File: src/rtl/crc_pkg.sv
// rtl/crc_pkg.sv - shared CRC-8 constants, FSM state type and LFSR step function
// Purpose: defaults for WIDTH/SEED/TAPS, checker FSM states, and crc_step()
//          which is common to the serial CRC-8 generator and checker.
package crc_pkg;

    localparam int                WIDTH = 8;
    localparam logic [WIDTH-1:0]  SEED  = 8'hD8;
    localparam logic [WIDTH-1:0]  TAPS  = 8'hC4;
    localparam int                LEN_W = 16;

    typedef enum logic [1:0] {
        ST_IDLE   = 2'd0,
        ST_DATA   = 2'd1,
        ST_CHECK  = 2'd2,
        ST_RESULT = 2'd3
    } state_e;

    // Right-shifting Galois step: the bit leaving at lfsr[0] is combined with
    // the incoming serial bit and, when set, folds the tap mask back in.
    function automatic logic [WIDTH-1:0] crc_step(input logic [WIDTH-1:0] lfsr,
                                                  input logic             din,
                                                  input logic [WIDTH-1:0] taps);
        logic fb;
        fb = lfsr[0] ^ din;
        return (lfsr >> 1) ^ (fb ? taps : '0);
    endfunction

endpackage

File: src/rtl/crc_lfsr.sv
// rtl/crc_lfsr.sv - CRC LFSR register with seed-load, step and freeze
// Purpose: holds the running CRC remainder; reusable by the generator.
// Ports: clk_i, rst_i (sync, active-high, loads SEED),
//        start_i (lfsr <= step(SEED, data_i)), step_i (lfsr <= step(lfsr, data_i)),
//        data_i (serial bit), lfsr_o (current register value). Neither -> frozen.
module crc_lfsr #(
    parameter int                WIDTH = crc_pkg::WIDTH,
    parameter logic [WIDTH-1:0]  SEED  = crc_pkg::SEED,
    parameter logic [WIDTH-1:0]  TAPS  = crc_pkg::TAPS
) (
    input  logic             clk_i,
    input  logic             rst_i,
    input  logic             start_i,
    input  logic             step_i,
    input  logic             data_i,
    output logic [WIDTH-1:0] lfsr_o
);
    import crc_pkg::*;

    logic [WIDTH-1:0] lfsr_q;
    logic [WIDTH-1:0] lfsr_d;

    always_comb begin
        lfsr_d = lfsr_q;
        if (start_i) begin
            lfsr_d = crc_step(SEED, data_i, TAPS);
        end else if (step_i) begin
            lfsr_d = crc_step(lfsr_q, data_i, TAPS);
        end
    end

    always_ff @(posedge clk_i) begin
        if (rst_i) begin
            lfsr_q <= SEED;
        end else begin
            lfsr_q <= lfsr_d;
        end
    end

    assign lfsr_o = lfsr_q;

endmodule

File: config.mk
export PLATFORM = sky130hd
export DESIGN_NAME = crc_lfsr
export DESIGN_NICKNAME = d
export VERILOG_FILES = /design/src/rtl/crc_pkg.sv /design/src/rtl/crc_lfsr.sv
export SDC_FILE = /design/constraint.sdc
export NUM_CORES = 1
export LEC_CHECK = 0
export CORE_AREA = 2 2 39 41
export CTS_BUF_LIST = sky130_fd_sc_hd__clkbuf_4
export CTS_CLUSTER_SIZE = 28
export DETAILED_ROUTE_END_ITERATION = 7
export DIE_AREA = 0 0 41 43
export GPL_TIMING_DRIVEN = 0
export HOLD_SLACK_MARGIN = 0.1
export PLACE_DENSITY = 0.62
export SETUP_SLACK_MARGIN = 0.4
export SLEW_MARGIN = 5
export SYNTH_ARGS = -nofsm -noshare
export SYNTH_HDL_FRONTEND = slang
export SYNTH_SLANG_ARGS = --single-unit
File: constraint.sdc
create_clock -name clk_i -period 1.25 [get_ports clk_i]
set_clock_uncertainty 0.1 [all_clocks]
set_input_delay 0.3125 -clock clk_i [delete_from_list [all_inputs] [get_ports clk_i]]
set_output_delay 0.3125 -clock clk_i [all_outputs]
set_load 0.01 [all_outputs]
# Yosys cells after proc, flatten, opt, wreduce, memory -nomap -nowiden
# Index checks and enable logic that the tools add are counted.
# word_totals
reg_bits	8
input_bits	5
out_inout_bits	8
# op_classes
mux	4
n_bitwise	3
n_reduce_logical	1
# op_table
cell	n
$mux W8	4
$xor A7 B8 Y8	1
$not A4 Y4	1
$reduce_bool A2 Y1	1
$xor A1 B1 Y1	1

# Logic depth before layout (Yosys ltp)
# Gate-level depths: netlist (run 1).
# logic_depth
word_depth	5
depth_mapped	4
mapped_depth_nobuf	3

# Least setup slack after synthesis (run 1)
# No wires, ideal clock.
# synth_timing
path_type	reg2reg
from	register lfsr_q[0] (netlist: lfsr_o[0])
to	register lfsr_q[2] (netlist: lfsr_o[2])
setup_time_ns	0.062
t_arrival_ns	1.060
required_ns	1.088
path_slack_ns	0.029
stages_incl_launch_ff	4
n_path_buf	0
period_less_slack_ns	1.221
path_cell_list	dfxtp_1 xnor2_1 or4b_1 nand3_1
# synth_via
elab_chain_cells	5
# synth_rtl
element	line_no	text
start: declaration	crc_lfsr.sv:20	logic [WIDTH-1:0] lfsr_q;
start signal: assignment	crc_lfsr.sv:36	lfsr_q <= lfsr_d;
$xor A1 B1 Y1	crc_pkg.sv:24	fb = lfsr[0] ^ din;
$mux W8	crc_pkg.sv:25	return (lfsr >> 1) ^ (fb ? taps : '0);
$xor A7 B8 Y8	crc_pkg.sv:25	
$mux W8	crc_lfsr.sv:27	end else if (step_i) begin
$mux W8	crc_lfsr.sv:25	if (start_i) begin
# Every way passes these cells. The select of a mux whose other input is x is not followed.
# A chain may end at the register's enable or synchronous reset.

# Final worst setup path (run 1)
# layout_timing
from	register lfsr_q[3] (netlist: lfsr_o[3])
to	output lfsr_o[3]
# layout_rtl
element	line_no	text
end: declaration	crc_lfsr.sv:16	output logic [WIDTH-1:0] lfsr_o
# No word-level cell between the ends.

==> results of run 1 <==
## worst min-delay path, cell delays in order
cell and delay (ps):
buf_2 160, nor2b_4 110, a211oi_2 40, nor2_1 70
## repair_timing
action	in CTS	in global routing
hold endpoints to repair	0	0
setup endpoints to repair	16	16
hold buffers	0	0
buffers inserted	7	1
gates resized for setup	59	3
pin swaps	2	1
## kinds of logic after synthesis
| family | share of synthesized area (%) |
|---|---|
| muxes | 10.0 |
| AOI/OAI and AO/OA | 11.2 |
| DFF | 40.0 |
| buffers and inverters | 3.12 |
| and+or+nand+nor | 31.3 |
| xor gates and xnor gates | 4.38 |
## cells in the mapped netlist, drive strengths merged
master  n
dfxtp   8
mux2i   4
nand2   4
nor2    4
nor3    3
a211oi  2
clkbuf  2
nand3   2
nor4b   2
o21ai   2
xnor2   2
a21oi   1
and2b   1
and4bb  1
buf     1
nor2b   1
nor3b   1
o21a    1
o21bai  1
or4     1
or4b    1
## final cells by class
type / instances / share of cell area, %
tap: 16 / 2.83
multi-input combinational: 34 / 37.3
clock buffer: 4 / 4.24
sequential: 8 / 24.4
buffer: 3 / 5.48
timing repair buffer: 20 / 25.8
## per-layer routing
layer  wire length (µm)  global-route usage [%]  share of wire (%)
met4                 10                    8.00               0.99
met5                  0                       0                  0
met3                 71                    6.28                7.0
met1                506                    18.5                 50
met2                426                    16.3                 42
## power by group through the flow
stage / clock [mW] / sequential [mW] / combinational (mW)
after global routing: 0.281 / 0.286 / 0.171
after detailed placement: 0 / 0.288 / 0.123
after global placement: 0 / 0.288 / 0.123
after floorplan: 0 / 0.293 / 0.0579
final: 0.251 / 0.284 / 0.159
after CTS: 0.263 / 0.284 / 0.151
## stage by stage
step	std cells	instance area, µm²
after global placement	73	577
after floorplan	45	437
after CTS	84	682
after global routing	85	708
after detailed placement	73	577
final	85	708
## how the worst max path moves through the flow
stage	from	end	slack, ps
2_1_floorplan	rst_i	lfsr_o[6]	80
3_3_place_gp	step_i	lfsr_o[6]	-540
3_5_place_dp	step_i	lfsr_o[6]	-530
4_1_cts	lfsr_o[0]	lfsr_o[2]	70
5_1_grt	lfsr_o[0]	lfsr_o[2]	30
6_report	lfsr_o[3]	lfsr_o[3]	70
==> results.yml, run 1 <==
cts:
  clockBufferDepth: 2
  clk_latency_ps: 270
  cts_tree: "done"
  root_buffer: "clkbuf_4"
  cts_buffers: 3
  cts.sinks: 8
  clkTransAtPathRegs_ps: 60
  htreeDepth: 1
critical_path:
  cp-start-kind: "flop"
  critical_path_class: "reg -> out"
  crit-reg2reg-launch: "lfsr_o[0]"
  crit_family: "flip-flops"
  critical_path.cell_chain: "buf_2"
  rrSetupSlack_ps: 80
  arrival_ps: 760
  crit_required_ps: 840
  r2r_cells: 3
  end_kind: "output pin"
  max_stage_delay_ps: 360
  worst-path-stages: 1
  critPathBufInv: 1
  r2r_end: "lfsr_o[2]"
  crit_fanout: 3
  cpMaxStageDelayCell: "dfxtp_2"
floorplanning:
  coreArea_um2: 1380
  dieWidth_um: 41
  num_rows: 14
  die_y_um: 43
  start_util_pct: 28.9
  dieArea_um2: 1760
  io_pins: 13
cells_and_area:
  final_common_cell: "buf_6"
  diodes: 0
  largest_reg_flops: 8
  layout_common_cells: "9 x buf_6, 7 x dfxtp_2, 5 x buf_4"
  areaGrowthSynthToFinish_pct: 76.9
  drive_gt1_share_pct: 59.4
  multi_input_area_um2: 264
  nets: 75
  layout.area.seq_um2: 173
  post-route-util_pct: 51.2
  nFillCells: 135
routing:
  drtIter0Drc: 15
  drcViolationCount: 0
  drt-vias-per-instance: 4.93
  drt_pass1_iterations: 4
  num_vias: 419
  antenna_left: 0
  routedWlPerCell_um: 11.9
  wl_um: 1020
sta:
  fin_crit_sh_pct: 94.1
  worst_slew_pin_slew_ps: 279
  tns_ps: 0
  maxSlewViolCount: 0
  fmax_ghz: 0.850
  report.final.hold_viol_count: 0
  holdWs_ps: 364
  relSlewSlack_pct: 81.4
  fin_ws_ps: 73.7
  rsz0062_at_grt: "yes"
  period_minus_slack_ps: 1180
  setup_viol_count_final: 0
grt:
  grt_usage_pct: 13.4
  grt_pass1_vias: 355
  grt_pass1_wl_um: 1550
  antenna_found_initial: 0
  overflow: 0
  grt_max_degree: 11
logic_synthesis:
  synth_area_leader_cell: "dfxtp_1"
  synth.area.top_cells: "dfxtp_1 40%, mux2i_1 10%, nor4b_1 4.4%"
  yosysSeqAreaShare_pct: 40.0
  synth_cell_types: 21
  avgSynthCellArea_um2: 8.90
  synth_top_area_share_pct: 40.0
  synth_fp_nets: 50
  synth_cells: 45
  ys_ff_latch: 8
  syn_area_um2: 400
  yosysWarnings: 0
placed_design:
  port_buffers: 12
  hpwl_um: 613
  dpl_worst_slack_ps: -534
  gp_congestion: 0.663
power:
  p_clk_share_pct: 36.1
  peakVddDrop_v: 0.000564
  p_comb_share_pct: 23.0
  switchingPower_mw: 0.181
  p_per_area_nw_per_um2: 980
  p_int_mw: 0.513
  power_frac_seq_pct: 40.9
  leakagePower_nw: 0.308
  finalPower_mw: 0.694
  swShare_pct: 26.1
hold_path:
  min_from: "step_i"
  worstHoldEndpoint: "lfsr_o[5]"
  hold_class: "in -> reg"
  hold_depth: 4
flow_run:
  cap_violations: 0
run_status:
  status: "finished, final reports clean"
Power figures use the tool's default switching activity.
==> run 2, diff against run 1 <==
Settings changed: SKIP_LAST_GASP set to 1.
==> results of run 2 <==
The final DEF is identical to that of run 1; final timing and power are the same.
